### config.mk
export PLATFORM = sky130hd
export DESIGN_NAME = stage_fetch
export DESIGN_NICKNAME = d
export VERILOG_FILES = /design/src/rtl/stage_fetch.sv
export SDC_FILE = /design/constraint.sdc
export NUM_CORES = 1
export LEC_CHECK = 0
export ABC_AREA = 1
export CAP_MARGIN = 20
export CORE_AREA = 3 3 77 72
export CTS_BUF_LIST = sky130_fd_sc_hd__clkbuf_4
export DETAILED_ROUTE_END_ITERATION = 8
export DIE_AREA = 0 0 80 75
export PLACE_DENSITY = 0.82
export SKIP_CTS_REPAIR_TIMING = 1
export SYNTH_ARGS = -nofsm -noshare
export SYNTH_HDL_FRONTEND = slang
export SYNTH_SLANG_ARGS = --single-unit
export TNS_END_PERCENT = 10
### constraint.sdc
create_clock -name clk -period 4.45 [get_ports clk]
set_clock_uncertainty 0.2 [all_clocks]
set_input_delay 0.89 -clock clk [delete_from_list [all_inputs] [get_ports clk]]
set_output_delay 0.89 -clock clk [all_outputs]
set_load 0.05 [all_outputs]
### src/rtl/stage_fetch.sv
// Instruction-fetch stage: owns the PC, drives the synchronous instruction memory,
// and tags each returning word with its address, handling stalls and redirects.
module stage_fetch #(
  parameter logic [15:0] RESET_PC = 16'h0000,
  parameter logic [15:0] PC_INC   = 16'd2
) (
  input  logic        clk,
  input  logic        reset_n,
  input  logic        stall,
  input  logic        pc_wr,
  input  logic [15:0] pc_in,
  output logic        o_pc_rd,
  output logic [15:0] o_pc_addr,
  output logic        valid_out,
  output logic [15:0] pc_out,
  output logic [15:0] pc_next_out,
  output logic [1:0]  state_dbg
);

  typedef enum logic [1:0] {
    ST_RUN    = 2'd0,
    ST_STALL  = 2'd1,
    ST_BUBBLE = 2'd2
  } state_t;

  // Handshake: the word on mem_data is live when valid_out=1; downstream accepts it
  // in any cycle where stall=0, and a held word stays stable while stall=1.
  state_t      state, state_nx;
  logic [15:0] pc, pc_nx;
  logic [15:0] fetch_pc, fetch_pc_nx;
  logic        inflight, inflight_nx;
  logic [15:0] target;

  assign target = {pc_in[15:1], 1'b0};

  always_ff @(posedge clk or negedge reset_n) begin
    if (!reset_n) begin
      state    <= ST_RUN;
      pc       <= RESET_PC;
      fetch_pc <= RESET_PC;
      inflight <= 1'b0;
    end else begin
      state    <= state_nx;
      pc       <= pc_nx;
      fetch_pc <= fetch_pc_nx;
      inflight <= inflight_nx;
    end
  end

  always_comb begin
    state_nx    = state;
    pc_nx       = pc;
    fetch_pc_nx = fetch_pc;
    inflight_nx = inflight;
    o_pc_addr   = pc;
    if (pc_wr) begin
      o_pc_addr   = target;
      fetch_pc_nx = target;
      pc_nx       = target + PC_INC;
      inflight_nx = 1'b1;
      state_nx    = ST_BUBBLE;
    end else if (stall) begin
      // Re-read the held word so mem_data stays stable through the stall.
      o_pc_addr = fetch_pc;
      state_nx  = (state == ST_BUBBLE) ? ST_BUBBLE : ST_STALL;
    end else if (state == ST_BUBBLE) begin
      // The target word was issued during the redirect; re-issue it and wait one more cycle.
      o_pc_addr = fetch_pc;
      state_nx  = ST_RUN;
    end else begin
      o_pc_addr   = pc;
      fetch_pc_nx = pc;
      pc_nx       = pc + PC_INC;
      inflight_nx = 1'b1;
      state_nx    = ST_RUN;
    end
  end

  assign o_pc_rd     = reset_n;
  assign valid_out   = inflight && (state != ST_BUBBLE);
  assign pc_out      = fetch_pc;
  assign pc_next_out = fetch_pc + PC_INC;
  assign state_dbg   = state;

endmodule

# After elaboration in Yosys (flattened, before gate mapping)
# Cells that the tools add are included.
[op_classes]
addsub = 3
bitwise = 0
multipliers = 0
n_lt_le_gt_ge = 0
eq_ne = 4
n_mux = 12
n_div = 0
n_shift = 0
n_reduce_logical = 2
[ops]
columns = ["cell", "count"]
rows = [
  ["16-bit two-way mux", 6],
  ["16-bit by 2-bit adder with 16-bit output, second input constant", 3],
  ["2-bit two-way mux", 3],
  ["2-bit inequality test, second input constant", 2],
  ["1-bit two-way mux", 3],
  ["2-bit == test, second input constant", 1],
  ["2-bit by 1-bit inequality test with 1-bit output, second input constant", 1],
  ["2-bit AND reduction", 1],
  ["1-bit logical AND", 1],
]
[totals]
mem_count = 0
output_inout_bits = 52
wordCells = 25
register_bits = 35
rom_bits = 0
inputBits = 20
ramBits = 0
latch_bits = 0

# Longest topological paths before layout
[logic_depth]
word_depth = 4
depth_mapped = 11
depth_no_buf = 11

# Least setup slack after synthesis
# No wires, ideal clock.
[synth_path]
path_kind = "register -> output"
from = "register fetch_pc[1], in the netlist pc_out[1]"
to = "output port pc_next_out[13]"
t_required_ps = 3360
arrival_ps = 2343
path_stages_with_launch = 9
path_buffers = 0
setup_slack_ps = 1017
path_cell_list = "dfrtp_1 ha_1 nand3_1 nor2_1 nand2_1 nor2_2 nand2_1 nor2_1 xor2_1"
[synth_via]
elab_chain_cells = 1
[synth_rtl]
columns = ["element", "line", "rtl"]
rows = [
  ["from (decl)", "30", "logic [15:0] fetch_pc, fetch_pc_nx;"],
  ["from (signal assigned)", "45", "fetch_pc <= fetch_pc_nx;"],
  ["16-bit by 2-bit adder with 16-bit output", "82", "assign pc_next_out = fetch_pc + PC_INC;"],
  ["to (decl)", "16", "output logic [15:0] pc_next_out,"],
]
# Every way passes these cells.

# Worst setup path in the final report
# Same ends and word-level chain as after synthesis.

==> results.ini <==
[run_status]
status=finished clean

[setup_path]
crit_path_end_kind=output port
cp_data_arrival_time_ns=2.71
critPathLaunchType=register
critical_path_class=reg -> out
critPathRequiredTime_ns=3.36
critPathMaxFanout=5
ff2ff_setup_slack_ns=2.73

[sta]
tightestPinTransition_ns=0.534
grt_setup_unrepaired=no
post-route-period-util=0.855
timing.fmax_mhz=263
hold_slack_ns=0.276
finalHoldViolations=0
fin_tns_setup_ns=0
setup-violations-final=0
period_needed_ns=3.80
finalWorstSetupSlack_ns=0.645
maxSlewHeadroom=0.643
slew_violations=0

[power]
power.leakage_nw=1.44
powerDensity_nw_per_um2=388
ir_drop_v=0.000213

[cts]
cts_sinks=34
cts_tree=built
clkTransAtPathRegs_ns=0.10
cts-root-buf=clkbuf_4
clockBufferDepth=2
cts_made_buffers=5
htree_levels=2
clock_latency_ns=0.35

[routing]
drt_first_iter_violations=154
first_pass_iters=4
antenna_left=0
routed_wl_mm=5.78
post-route-drc-count=0
wl_per_cell_um=13.2
vias=2150
routed_via_density=4.92

[logic_synthesis]
yosysUniqueCellTypes=27
synth_area_per_cell_um2=7.14
synthesis.nets=323
netlist_area_um2=2150
ys_seq_area_frac=0.396
ys_ff_latch=34
synth-warning-count=0
synthCells=301

[global_route]
grt_pass1_wl_mm=9.24
antenna_found_initial=0
first_global_vias=2013
grt.overflow.total=0
track_usage=0.200
grt_max_degree=35

[place]
post-place-ws_ns=0.699
portBuffers=70
hpwl_mm=4.41
place_congestion=0.816

[finish]
antenna_cells=0
area_delta_synth_final_pct=35.7
fin_nets=394
fillCellCount=445
drive_above_1_share=0.167

[floorplanning]
core_area_um2=4800
dieHeight_um=75
ios=72
row_count=24
die_area_um2=6000
die_w_um=80
start_util=0.447

[job]
drv_cap=0

[hold_path]
holdCritPathClass=reg -> reg

[cell usage after synthesis]
cell,number,area (um2)
o21bai_2,1,11.3
clkbuf_1,2,7.51
nand3_1,17,85.1
nor3_2,1,10.0
nor2_1,19,71.3
xor2_1,7,61.3
o22ai_1,4,25.0
and2_1,1,6.26
buf_2,1,5.00
xnor2_1,4,35.0
nor3_1,2,10.0
nor2_2,8,50.1
nand4_1,4,25.0
ha_1,2,25.0
dfrtp_1,34,851
o21ai_0,17,85.1
o21ai_2,1,8.76
nand2_1,110,413
o21ai_1,5,25.0
nor2_4,2,22.5
inv_1,24,90.1
buf_6,3,33.8
buf_4,4,30.0
a21oi_1,7,35.0
nand3_2,1,10.0
inv_2,3,11.3
nand2_2,17,106
[state kept, by name, indices dropped and copies added, names as in the netlist]
signal / count
inflight: 1
pc: 15
pc_out: 16
state_dbg: 2
[per-layer routing]
metal	GRT usage	vias to the layer above	share of wire
li1	-	1094	-
met1	0.254	991	0.45
met2	0.342	55	0.49
met3	0.0263	10	0.038
met4	0.0957	0	0.023
met5	0	-	0
[power breakdown]
group          internal (mW)  switching [mW]  total [mW]
clock network         0.0717           0.103       0.175
registers              0.351          0.0381       0.389
logic                  0.178           0.390       0.568
[worst max-delay path, stage by stage, from the launching register on]
cell	delay, ns
dfrtp_1	0.44
ha_1	0.22
nand3_1	0.14
nor2_1	0.12
nand2_1	0.08
nor2_2	0.16
nand2_1	0.12
nor2_1	0.13
xor2_1	0.15
clkdlybuf4s50_1	0.82
[worst paths after layout]
kind,end,startpoint,cells after the start
setup / recovery,pc_next_out[13],pc_out[1]$_DFF_PN0_,9
hold / removal,inflight$_DFFE_PN0P_,inflight$_DFFE_PN0P_,2
setup reg to reg,pc_out[3]$_DFF_PN0_,state_dbg[1]$_DFF_PN0_,8
hold reg to reg,inflight$_DFFE_PN0P_,inflight$_DFFE_PN0P_,2
max in group asynchronous,pc[8]$_DFFE_PN0P_,reset_n,2
min in group asynchronous,pc_out[4]$_DFF_PN0_,reset_n,2
[final cells by class]
class,instances,area (um2),area share
inverter,27,101,0.0347
timing repair buffer,74,711,0.244
clock buffer,7,52.6,0.0180
multi-input combinational,230,1120,0.384
sequential,34,851,0.292
tap,65,81.3,0.0279
[metrics by stage]
stage | instances | utilization | cell area, um2 | total power [mW]
floorplan | 301 | - | 2150 | 0.776
global placement | 430 | 0.596 | 2870 | 0.954
finish | 437 | 0.607 | 2920 | 1.13
global route | 437 | 0.607 | 2920 | 1.19
detailed placement | 430 | 0.596 | 2870 | 0.964
CTS | 437 | 0.607 | 2920 | 1.14
[layout by cell type, fill, tap and decap left out, types with 2 or more instances in the layout]
cell type	count
a21oi_1	7
buf_12	2
buf_4	18
clkbuf_4	7
clkdlybuf4s50_1	53
dfrtp_1	34
ha_1	2
inv_1	24
inv_2	3
nand2_1	110
nand2_2	17
nand3_1	17
nand4_1	4
nor2_1	19
nor2_2	8
nor2_4	2
nor3_1	2
o21ai_0	17
o21ai_1	5
o22ai_1	4
xnor2_1	4
xor2_1	7
[cells by family (layout without fill, tap and decap cells)]
kind of cell / after synthesis / in the layout / synth area share
AOI/OAI and AO/OA: 35 / 35 / 0.0885
and+or+nand+nor: 182 / 182 / 0.377
buffers and inverters: 37 / 108 / 0.0827
xor gates and xnor gates: 11 / 11 / 0.0448
DFF: 34 / 34 / 0.396
adders and majority gates: 2 / 2 / 0.0116
No activity file was read; power rests on OpenSTA's default activity.
==> patch 1 (same flow settings) <==
Register the output `state_dbg` once more, cleared by the reset; this adds one clock of latency there. The other outputs are not delayed to match.
--- a/src/rtl/stage_fetch.sv
+++ b/src/rtl/stage_fetch.sv
@@ -80,7 +80,13 @@
   assign valid_out   = inflight && (state != ST_BUBBLE);
   assign pc_out      = fetch_pc;
   assign pc_next_out = fetch_pc + PC_INC;
-  assign state_dbg   = state;
+  always_ff @(posedge clk or negedge reset_n) begin
+    if (!reset_n) begin
+      state_dbg <= '0;
+    end else begin
+      state_dbg <= state;
+    end
+  end
 
 endmodule
 
Function: changed (Yosys sat finds a counterexample within 4 cycles, from zero or initial values and one cycle with reset_n low).
==> patch 1 against the original RTL <==
Setup slack lost 0.023 ns; critical path type unchanged; largest cell class unchanged; maximum frequency shrank 0.59%; area after synthesis grew 5.0%; clock power grew 100%; sequential power grew 4%; sequential share of layout area shrank 1.7 points; routed wire length grew 3.8%; synthesized cell count shrank 0.33%; highest routed layer unchanged; die area is the same; final area grew 12%; largest power group unchanged; power grew 23%; sequential cell count grew 2.
==> patch 1: results (changes against the original RTL) <==
[placement] Final GP Congestion 0.8387 [was 0.8162]
[final_layout] flip-flop count of the largest register, all copies and words added 16 [unchanged]
[detailed_routing] number of DRC violations after detailed-routing iteration 0 125 [was 154]
[power] Lkg Pwr 1.573 nW [was 1.437 nW]
[sta] worst slew pin tran 0.6001 ns [was 0.5345 ns]
[synthesis] count of warnings emitted by yosys 0 [unchanged]
[clock_tree] clock-pin slew on the worst setup and hold paths 0.13 ns [was 0.10 ns]
[synthesis] top area cells in the synthesized netlist sky130_fd_sc_hd__dfrtp_1 40%, sky130_fd_sc_hd__nand2_1 16%, sky130_fd_sc_hd__nand2_2 5.0% [was sky130_fd_sc_hd__dfrtp_1 40%, sky130_fd_sc_hd__nand2_1 19%, sky130_fd_sc_hd__nand2_2 4.9%]
[clock_tree] H-tree lvl count 2 [unchanged]
[synthesis] number of distinct library cell variants in the gate-level netlist after synthesis 29 [was 27]
[global_route] number of global-route vias before repair 2190 [was 2013]
[final_layout] share of post-route cells with drive strength above 1 19.62% [was 16.67%]
[placement] half-perimeter wire length after detailed placement 4.553 mm [was 4.415 mm]
[detailed_routing] number of iterations in the first detailed-routing pass 4 [unchanged]
[run_status] outcome complete, no violations [unchanged]
[synthesis] fraction of registers with async set or reset after synthesis 100.0% [unchanged]
[global_route] total global-route track usage 21.83% [was 20.03%]
[clock_tree] number of CTS-inserted buffers 5 [unchanged]
[global_route] global-route wire length before repair 10.09 mm [was 9.239 mm]
[detailed_routing] Via density 5.050 [was 4.920]
[detailed_routing] routed wirelength normalized by instance count 13.72 um [was 13.22 um]
[synthesis] register area share after synthesis 39.91% [was 39.58%]
[power] maximum vdd ir drop 0.2091 mV [was 0.2132 mV]
[synthesis] syn_nets 322 [was 323]
[synthesis] commonest cells in the synthesized netlist 98 x sky130_fd_sc_hd__nand2_1, 36 x sky130_fd_sc_hd__dfrtp_1, 23 x sky130_fd_sc_hd__inv_1, 19 x sky130_fd_sc_hd__nand3_1, 19 x sky130_fd_sc_hd__o21ai_0 [was 110 x sky130_fd_sc_hd__nand2_1, 34 x sky130_fd_sc_hd__dfrtp_1, 24 x sky130_fd_sc_hd__inv_1, 19 x sky130_fd_sc_hd__nor2_1]
[synthesis] adder-cell share of the synthesized area 1.109% [was 1.164%]
[critical_path] WP data arrival 2.74 ns [was 2.71 ns]
[synthesis] compound-gate portion of the synthesized area 8.426% [was 8.847%]
[placement] post-detailed-placement cell area 3151 um^2 [was 2865 um^2]
[global_route] pin count of the biggest net entering global routing 37 [was 35]
[critical_path] Crit-path slowest cell sky130_fd_sc_hd__clkdlybuf4s50_1 [unchanged]
[placement] worst setup slack before clock tree synthesis 0.6450 ns [was 0.6986 ns]
[final_layout] net count of the finished layout 393 [was 394]
[critical_path] critical-path maximum fanout 5 [unchanged]
[clock_tree] insertion delay to the later sink of the worst-skew pair 0.35 ns [about the same]
[synthesis] area share of xor/xnor cells in the synthesized design 4.268% [was 4.482%]
[patch 1: path summary, 6_finish.rpt]
check | startpoint | endpoint | slack [ns] | cells after the start
setup reg to reg | state[1]$_DFF_PN0_ | pc_out[14]$_DFF_PN0_ | 2.71 | 8
max in group asynchronous | reset_n | pc[4]$_DFFE_PN0P_ | 3.29 | 2
hold / removal | state[1]$_DFF_PN0_ | state_dbg[1]$_DFF_PN0_ | 0.21 | 0
hold reg to reg | state[1]$_DFF_PN0_ | state_dbg[1]$_DFF_PN0_ | 0.21 | 0
setup / recovery | pc_out[1]$_DFF_PN0_ | pc_next_out[13] | 0.62 | 9
min in group asynchronous | reset_n | pc_out[5]$_DFF_PN0_ | 0.42 | 2
[patch 1: cells by family after synthesis]
group | after synthesis
flip-flops | 36
AO/OA/AOI/OAI | 35
XOR/XNOR | 11
adder cells (fa/ha/maj) | 2
AND/OR/NAND/NOR | 179
buffers and inverters | 37
[patch 1: power by group]
part           leakage (nW)  internal (W)  switching (W)
clock                0.0654      0.000231       0.000120
combinational          1.07      0.000223       0.000408
sequential            0.436      0.000370      0.0000360
total                  1.57      0.000825       0.000564
[patch 1: worst register-to-register path: cells and delay by family (launching register included)]
family | cells | cell delay (ns)
compound gates | 1 | 0.10
buf+inv | 2 | 0.40
simple gates | 5 | 0.49
flops | 1 | 0.41
[patch 1: per-layer routing]
metal	track usage, %	vias up	part of all wire, %
met2	38.60	56	50
met4	7.505	0	2.0
met3	3.947	9	4.7
met1	27.11	1050	44
li1	-	1092	-
met5	0	-	0
[patch 1: metrics by stage]
step	std cells	total power [W]
finish	437	0.001389
global placement	429	0.001033
global route	437	0.001451
detailed placement	429	0.001045
CTS	437	0.001398
floorplan	300	0.0008020
[patch 1: layout make-up]
type / count / area [um^2]
Fill cell: 389 / 1526
Multi-Input combinational cell: 227 / 1180
Sequential cell: 36 / 900.9
Timing Repair Buffer: 74 / 885.9
Inverter: 27 / 102.6
Clock inverter: 3 / 90.09
Tap cell: 65 / 81.33
Clock buffer: 5 / 37.54
==> patch 2 (config.mk and constraints unchanged) <==
Without the edit above. Reset style: synchronous (`reset_n`), changed in one clocked block.
--- a/src/rtl/stage_fetch.sv
+++ b/src/rtl/stage_fetch.sv
@@ -33,7 +33,7 @@
 
   assign target = {pc_in[15:1], 1'b0};
 
-  always_ff @(posedge clk or negedge reset_n) begin
+  always_ff @(posedge clk) begin
     if (!reset_n) begin
       state    <= ST_RUN;
       pc       <= RESET_PC;
Function: differs if reset_n is asserted again (counterexample within 4 cycles, from zero or initial values and one cycle with reset_n low); with reset_n held inactive, the same outputs for 10 cycles.
==> patch 2 against the original RTL <==
Sequential cell count did not move; final area up 5.8%; power shrank 21%; register-to-register slack got worse by 0.09 ns; area after synthesis is 1.5% higher; setup slack better by 0.036 ns; clock power fell by 13%; count of clock-buffer cells in the layout is 2 lower; final cell count increased by 3.0%; sequential power is 10% lower; global-route usage up 0.49 points; routed wire length grew 1.0%; sequential share of layout area fell by 7.1 points; critical path type unchanged; largest cell class unchanged; largest power group unchanged; highest routed layer unchanged.
==> patch 2: results (changes against the original RTL) <==
[synthesis] compound-gate portion of the synthesized area 14.85% [was 8.847%]
[global_route] total global-route track usage 20.52% [was 20.03%]
[detailed_routing] total number of vias 2268 [was 2150]
[run_status] outcome complete, no violations [unchanged]
[critical_path] reg-to-reg endpoint pc[11]$_SDFFE_PN0P_ [was pc_out[3]$_DFF_PN0_]
[detailed_routing] DRT Wirelength 5.838 mm [was 5.778 mm]
[final_layout] synth-to-layout area growth 41.51% [was 35.74%]
[synthesis] syn_nets 340 [was 323]
[hold_path] worst min-delay path endpoint pc[13]$_SDFFE_PN0P_ [was inflight$_DFFE_PN0P_]
[synthesis] top area cells in the synthesized netlist sky130_fd_sc_hd__dfxtp_1 31%, sky130_fd_sc_hd__nand2_1 14%, sky130_fd_sc_hd__a21oi_1 6.4% [was sky130_fd_sc_hd__dfrtp_1 40%, sky130_fd_sc_hd__nand2_1 19%, sky130_fd_sc_hd__nand2_2 4.9%]
[synthesis] Avg Inst Size Synth 6.862 um^2 [was 7.141 um^2]
[critical_path] worst r2r src pc[1]$_SDFFE_PN0P_ [was state_dbg[1]$_DFF_PN0_]
[global_route] pin count of the biggest net entering global routing 37 [was 35]
[final_layout] share of post-route cells with drive strength above 1 16.36% [was 16.67%]
[final_layout] net count of the finished layout 408 [was 394]
[sta] Max-slew headroom 46.76% [was 64.26%]
[synthesis] commonest cells in the synthesized netlist 83 x sky130_fd_sc_hd__nand2_1, 34 x sky130_fd_sc_hd__dfxtp_1, 29 x sky130_fd_sc_hd__inv_1, 28 x sky130_fd_sc_hd__a21oi_1, 20 x sky130_fd_sc_hd__o21ai_0 [was 110 x sky130_fd_sc_hd__nand2_1, 34 x sky130_fd_sc_hd__dfrtp_1, 24 x sky130_fd_sc_hd__inv_1, 19 x sky130_fd_sc_hd__nor2_1]
[placement] Final GP Congestion 0.8131 [was 0.8162]
[critical_path] r2r worst-path depth 10 [was 8]
[global_route] met2 track demand over resource 33.36% [was 34.19%]
[critical_path] category of cells accounting for the largest share of critical-path delay simple AND/OR/NAND/NOR gates [was buffers and inverters]
[global_route] number of global-route vias before repair 2024 [was 2013]
[critical_path] WP data arrival 2.68 ns [was 2.71 ns]
[synthesis] register area share after synthesis 31.19% [was 39.58%]
[power] Lkg Pwr 1.415 nW [was 1.437 nW]
[placement] post-detailed-placement cell area 3047 um^2 [was 2865 um^2]
[critical_path] internal reg-to-reg setup slack 2.64 ns [was 2.73 ns]
==> patch 2: changes by cell type in the layout (fill, tap and decap cells not counted), moves of 13 or more <==
| cell | before | now |
|---|---|---|
| sky130_fd_sc_hd__dfrtp_1 | 34 | 0 |
| sky130_fd_sc_hd__dfxtp_1 | 0 | 34 |
| sky130_fd_sc_hd__nand2_1 | 110 | 83 |
| sky130_fd_sc_hd__a21oi_1 | 7 | 28 |
| sky130_fd_sc_hd__buf_4 | 18 | 4 |
| sky130_fd_sc_hd__buf_12 | 2 | 15 |
==> patch 2: worst reg2reg max path, cell delays in order (launching register included) <==
cell                      delay [ns]
sky130_fd_sc_hd__dfxtp_1        0.35
sky130_fd_sc_hd__nand2_1        0.09
sky130_fd_sc_hd__nand2_1        0.18
sky130_fd_sc_hd__ha_1           0.23
sky130_fd_sc_hd__nand3_2        0.17
sky130_fd_sc_hd__inv_2          0.11
sky130_fd_sc_hd__nand2_1        0.09
sky130_fd_sc_hd__inv_1          0.08
sky130_fd_sc_hd__nand2_1        0.06
sky130_fd_sc_hd__o21ai_1        0.07
sky130_fd_sc_hd__a21oi_1        0.07
==> patch 2: where the power goes <==
part	switching (W)	leakage [nW]	internal (W)
combinational	0.000249	1.11	0.000146
clock	0.0000981	0.0246	0.0000539
sequential	0.0000214	0.281	0.000327
total	0.000368	1.42	0.000528
==> patch 2: logic make-up (layout without fill, tap and decap cells) <==
kind of cell | count (synthesis) | count (layout)
AND/OR/NAND/NOR | 162 | 162
AO/OA/AOI/OAI | 60 | 60
buffers and inverters | 44 | 111
flip-flops | 34 | 34
XOR/XNOR | 16 | 16
adder cells (fa/ha/maj) | 2 | 2
==> patch 2: final cells by class <==
cell class	instances	share of cell area (%)
Clock buffer	5	1.216
Clock inverter	1	0.1216
Inverter	32	3.890
Multi-Input combinational cell	240	41.90
Sequential cell	34	22.04
Tap cell	65	2.634
Timing Repair Buffer	73	28.20
==> patch 2: worst max-delay path by stage <==
stage                                     from         endpoint  slack, ns
after floorplan           pc_out[3]$_SDFF_PN0_  pc_next_out[14]       0.97
final                     pc_out[3]$_SDFF_PN0_  pc_next_out[14]       0.68
after global routing      pc_out[1]$_SDFF_PN0_  pc_next_out[13]       0.42
after detailed placement                 pc_wr     o_pc_addr[3]       0.76
after global placement                 reset_n          o_pc_rd       0.77
after CTS                 pc_out[3]$_SDFF_PN0_  pc_next_out[14]       0.63
==> patch 2: metal layers <==
| layer | up-vias | wire, um | share of wire, % |
|---|---|---|---|
| met5 | - | 0 | 0 |
| met4 | 0 | 56 | 0.96 |
| met3 | 5 | 294 | 5.0 |
| met2 | 63 | 2718 | 47 |
| met1 | 1039 | 2769 | 47 |
| li1 | 1161 | - | - |
